$ cat src/rtl/queue_pkg.sv
// Shared types and helpers for the fetch/decode unit stream queues.
// Pointer arithmetic here avoids % so non-power-of-two depths stay cheap.
package queue_pkg;

    localparam int UNIT_W_DFLT = 8;

    typedef logic [UNIT_W_DFLT-1:0] unit_t;

    function automatic int cnt_w(input int depth);
        return $clog2(depth + 1);
    endfunction

    // ptr < depth and inc <= depth, so one conditional subtract suffices
    function automatic int wrap_add(input int ptr, input int inc,
                                    input int depth);
        int sum;
        sum = ptr + inc;
        if (sum >= depth) sum = sum - depth;
        return sum;
    endfunction

endpackage

$ cat src/rtl/unit_window_read.sv
// Head window of a circular unit store, oldest unit in the MSBs.
// Slots at or beyond the live count read as zero.
module unit_window_read
    import queue_pkg::*;
#(
    parameter int DEPTH     = 32,
    parameter int OUT_UNITS = 8,
    parameter int UNIT_W    = 8,
    parameter int CW        = cnt_w(DEPTH),
    parameter int AW        = (DEPTH > 1) ? $clog2(DEPTH) : 1
) (
    input  logic [UNIT_W-1:0]           mem [DEPTH],
    input  logic [AW-1:0]               head,
    input  logic [CW-1:0]               cnt,
    output logic [OUT_UNITS*UNIT_W-1:0] out_data
);

    always_comb begin
        out_data = '0;
        for (int i = 0; i < OUT_UNITS; i++) begin
            if (i < int'(cnt)) begin
                out_data[(OUT_UNITS-1-i)*UNIT_W +: UNIT_W] =
                    mem[AW'(wrap_add(int'(head), i, DEPTH))];
            end
        end
    end

endmodule

$ cat src/rtl/unit_stream_queue.sv
// Circular byte-unit queue between fetch and decode with per-cycle
// variable enqueue/dequeue widths, flush, and sticky error flags.
module unit_stream_queue
    import queue_pkg::*;
#(
    parameter int UNIT_W    = 8,
    parameter int IN_UNITS  = 8,
    parameter int OUT_UNITS = 8,
    parameter int DEPTH     = 32,
    parameter int AFULL_LVL = DEPTH - IN_UNITS,
    parameter int CW        = cnt_w(DEPTH)
) (
    input  logic                        clk,
    input  logic                        reset_n,
    input  logic                        flush,
    input  logic                        en_queue,
    input  logic [CW-1:0]               in_count,
    input  logic [IN_UNITS*UNIT_W-1:0]  in_data,
    output logic                        in_accept,
    input  logic                        de_queue,
    input  logic [CW-1:0]               out_count,
    output logic                        out_accept,
    output logic [OUT_UNITS*UNIT_W-1:0] out_data,
    output logic [CW-1:0]               used_count,
    output logic [CW-1:0]               free_count,
    output logic                        almost_full,
    output logic                        ovf_err,
    output logic                        unf_err
);

    localparam int AW = (DEPTH > 1) ? $clog2(DEPTH) : 1;

    logic [UNIT_W-1:0] mem [DEPTH];
    logic [AW-1:0]     head;
    logic [AW-1:0]     tail;
    logic [CW-1:0]     cnt;
    logic [CW-1:0]     add_n;
    logic [CW-1:0]     sub_n;

    assign used_count  = cnt;
    assign free_count  = CW'(DEPTH) - cnt;
    assign almost_full = int'(cnt) >= AFULL_LVL;

    assign in_accept = en_queue && !flush &&
                       (int'(in_count) <= IN_UNITS) &&
                       (in_count <= free_count);

    assign out_accept = de_queue && !flush &&
                        (int'(out_count) <= OUT_UNITS) &&
                        (out_count <= cnt);

    assign add_n = in_accept  ? in_count  : '0;
    assign sub_n = out_accept ? out_count : '0;

    always_ff @(posedge clk or negedge reset_n) begin
        if (!reset_n) begin
            head    <= '0;
            tail    <= '0;
            cnt     <= '0;
            ovf_err <= 1'b0;
            unf_err <= 1'b0;
        end else if (flush) begin
            head <= '0;
            tail <= '0;
            cnt  <= '0;
        end else begin
            if (in_accept)
                tail <= AW'(wrap_add(int'(tail), int'(in_count), DEPTH));
            if (out_accept)
                head <= AW'(wrap_add(int'(head), int'(out_count), DEPTH));
            cnt <= cnt + add_n - sub_n;
            if (en_queue && !in_accept) ovf_err <= 1'b1;
            if (de_queue && !out_accept) unf_err <= 1'b1;
        end
    end

    // Storage is deliberately not reset; the window masks stale slots.
    always_ff @(posedge clk) begin
        if (in_accept) begin
            for (int i = 0; i < IN_UNITS; i++) begin
                if (i < int'(in_count)) begin
                    mem[AW'(wrap_add(int'(tail), i, DEPTH))] <=
                        in_data[(IN_UNITS-1-i)*UNIT_W +: UNIT_W];
                end
            end
        end
    end

    unit_window_read #(
        .DEPTH     (DEPTH),
        .OUT_UNITS (OUT_UNITS),
        .UNIT_W    (UNIT_W),
        .CW        (CW),
        .AW        (AW)
    ) u_window (
        .mem      (mem),
        .head     (head),
        .cnt      (cnt),
        .out_data (out_data)
    );

endmodule

$ cat config.mk
export PLATFORM = sky130hd
export DESIGN_NAME = unit_stream_queue
export DESIGN_NICKNAME = d
export VERILOG_FILES = /design/src/rtl/queue_pkg.sv /design/src/rtl/unit_window_read.sv /design/src/rtl/unit_stream_queue.sv
export SDC_FILE = /design/constraint.sdc
export NUM_CORES = 2
export LEC_CHECK = 0
export BUFFER_PORTS_ARGS = -buffer_cell sky130_fd_sc_hd__buf_2
export CAP_MARGIN = 15
export CORE_ASPECT_RATIO = 0.9
export CORE_MARGIN = 3
export CORE_UTILIZATION = 35
export CTS_BUF_LIST = sky130_fd_sc_hd__clkbuf_16
export CTS_CLUSTER_DIAMETER = 80
export DETAILED_ROUTE_END_ITERATION = 16
export HOLD_SLACK_MARGIN = 0.02
export PLACE_DENSITY = 0.49
export SLEW_MARGIN = 0
export SYNTH_ARGS = -nofsm -noshare
export SYNTH_HDL_FRONTEND = slang
export SYNTH_SLANG_ARGS = --single-unit
$ cat constraint.sdc
create_clock -name clk -period 16.2 [get_ports clk]
set_clock_uncertainty 0.15 [all_clocks]
set_input_delay 1.62 -clock clk [delete_from_list [all_inputs] [get_ports clk]]
set_output_delay 1.62 -clock clk [all_outputs]
set_load 0.05 [all_outputs]
==> flow_summary_export.csv <==
group,metric,value,unit
worst_setup_path,reg2reg_depth,21,
global_route,antenna_found_initial,11,
cells_and_area,register_area,8148,sq um
timing,finalCritPeriodShare,42.32,%
synthesis,synth-edff-count,256,
clocking,cts_buffers,40,
route,dr_total_vias,30070,
worst_setup_path,ff2ff_setup_slack,10730,ps
global_route,grt_pass1_vias,28720,
synthesis,synthCells,2931,
placement,post-place-ws,9931,ps
cells_and_area,area_growth,9.017,%
synthesis,yosys_register_bits,274,
synthesis,synth_top_family_by_area,"multiplexers",
clocking,h-tree-depth,2,
pwr,power,0.003147,W
floorplan,num_rows,103,
pwr,peakVddDrop,0.00007484,V
clocking,root_buffer,"clkbuf_16",
clocking,cts_setup_buffers,0,
timing,worst_slack,9344,ps
synthesis,ys.flop_type,"edfxtp_1",
floorplan,die_h,289.0,microns
global_route,grt.overflow.total,0,
timing,setup_violations,0,
synthesis,synth.area.top_cells,"mux4_2 28%, edfxtp_1 25%, mux2i_1 4.2%",
worst_hold_path,hold_path_class,"reg2reg",
synthesis,muxShareOfSynthArea,33.33,%
worst_setup_path,cp-start-kind,"flop",
timing,tns,0,ps
placement,gp_congestion,1.005,
floorplan,die-area,92580,sq um
worst_setup_path,path_max_fanout,77,
global_route,grt_util_all_layers,34.84,%
worst_setup_path,worst_ep_arrival_time,5090,ps
route,remaining_drc_errors,0,
worst_setup_path,cp-endpoint,"out_data[38]",
global_route,grt_start_max_net_pins,132,
cells_and_area,layout-drive-gt1-share,29.78,%
timing,period_needed,6856,ps
clocking,post_cts_resized,0,
floorplan,core,88020,sq um
timing,hold_viol_final,0,
worst_hold_path,worstHoldStart,"unf_err",
synthesis,synthXorXnorAreaFrac,1.290,%
worst_setup_path,path_class,"reg2out",
clocking,numClockSinks,274,
synthesis,synthTopCellsByCount,"384 x mux4_2, 321 x nand2_1, 278 x clkbuf_1",
floorplan,io_pins,162,
clocking,clock_latency,600,ps
clocking,cts_tree,"yes",
synthesis,yosysTopAreaCellShare,27.77,%
worst_setup_path,crit_start,"head[1]",
route,drtAntennaViolNets,0,
synthesis,synthArstFlopShare,6.569,%
timing,rsz0062_at_grt,"false",
route,totalWireLength,165400,microns
run_status,status,"finished clean",
synthesis,syn_area,31140,sq um
timing,slew_headroom,10.58,%
synthesis,synth.most_common_cell,"mux4_2",
global_route,grtUsageMet2,49.77,%
worst_setup_path,cp-end-kind,"output port",
global_route,grt_pass1_wl,228100,microns
floorplan,initial_core_util,35.38,%
global_route,grtUsageMet3,12.50,%
route,wire_per_inst,41.37,microns
timing,fmax,0.1459,GHz
cells_and_area,nNetsFinal,2935,
synthesis,synthAdderAreaFrac,2.218,%
route,drt_iter0_markers,4835,
placement,dp.final_hpwl,119800,microns
cells_and_area,multi_input_area,21440,sq um
synthesis,yosysTopAreaCell,"mux4_2",
timing,tightest_slew,1341,ps
floorplan,die_w,320.4,microns
clocking,path_clk_slew,60,ps
worst_setup_path,cp.required,14430,ps
timing,drv_slew,0,
global_route,top_usage_layer,"met2",
synthesis,syn-num-nets,3063,
clocking,cts.path.max_buffers,3,
synthesis,synth.distinct_cells,84,
synthesis,yosysWarnings,0,
cells_and_area,fillers,8564,
worst_setup_path,timing.rr.start,"used_count[1]",
synthesis,synthSimpleGateAreaFrac,12.03,%
synthesis,syn_avg_cell_area,10.62,sq um
route,via_per_inst,7.520,
worst_setup_path,regToRegEndpoint,"used_count[5]",
placement,postPlaceCellArea,32600,sq um
pwr,p_per_area,92.70,nW/um^2
cells_and_area,stdcell_area,33950,sq um
placement,io_buffers,161,
global_route,use_met1,45.29,%
route,first_pass_iters,8,
synthesis,yosysSeqAreaShare,26.14,%
flow_run,cap_viol_max_count,0,
pwr,p_leak,11.38,nW
synthesis,synth_compound_area_share,19.17,%
clocking,hold_buffers,0,
## stage by stage
| stage | util, % | hold slack, ps | cells |
|---|---|---|---|
| 3_5_place_dp | 37.04 | 293.4 | 3914 |
| 4_1_cts | 38.51 | 305.8 | 3987 |
| 5_1_grt | 38.54 | 319.0 | 3989 |
| 3_3_place_gp | 37.02 | 286.2 | 3912 |
| 6_report | 38.56 | 305.5 | 3999 |
| 2_1_floorplan | - | 397.0 | 2931 |
## area by class of cell
cell class	instances	area share, %
antenna	10	0.07372
clock buffer	41	3.022
clock inverter	32	0.7888
inverter	37	0.4313
multi-input combinational	2209	63.17
sequential	274	24.00
tap	1155	4.257
timing repair buffer	241	4.257
## worst min-delay path by stage
stage | end | slack [ps] | depth (start not counted)
5_1_grt | unf_err | 320 | 1
6_report | unf_err | 310 | 1
2_1_floorplan | mem[112] | 400 | 1
4_1_cts | unf_err | 310 | 1
3_5_place_dp | unf_err | 290 | 1
3_3_place_gp | unf_err | 290 | 1
## registers in the layout, indices dropped and copies added, names as in the netlist
signal / cells
used_count: 6
head: 5
tail: 5
ovf_err: 1
unf_err: 1
mem: 256
## placed cells by master, fill, tap and decap left out, types with 28 or more instances in the layout
cell type / instances
a21oi_1: 54
mux4_2: 384
or2_2: 45
nor3_1: 64
nand2_1: 321
ha_1: 43
a22o_1: 40
nor2_1: 189
mux2i_1: 130
clkbuf_16: 41
a221o_1: 37
a221oi_1: 79
o221ai_1: 34
o211a_1: 39
inv_1: 42
nand3_1: 41
o22ai_1: 49
and2_1: 28
buf_4: 75
a31oi_1: 33
edfxtp_1: 256
o211ai_1: 87
mux2_2: 38
buf_2: 162
o31ai_1: 42
o21ai_0: 73
## routing by layer
layer	vias to the layer above	wire length, microns
met5	-	15
met1	15300	62680
met4	2	11820
li1	11650	-
met3	551	22360
met2	2573	68560
## power by group
| group | internal, W | switching (W) |
|---|---|---|
| sequential | 0.000828 | 0.0000559 |
| clock | 0.000524 | 0.000393 |
| combinational | 0.000389 | 0.000956 |
| total | 0.00174 | 0.00141 |
## critical path: stages, from the launching register on
cell	delay [ps]
dfrtp_4	830
inv_1	250
ha_4	890
buf_4	900
mux4_2	620
mux4_2	470
mux2i_1	150
nor2_1	110
buf_2	220
## kinds of logic after synthesis
logic type | Yosys count
buffers and inverters | 448
muxes | 552
xor gates and xnor gates | 45
and+or+nand+nor | 804
other | 2
AOI/OAI and AO/OA | 755
DFF | 274
adders and majority gates | 51
(Power assumes the default switching activity.)
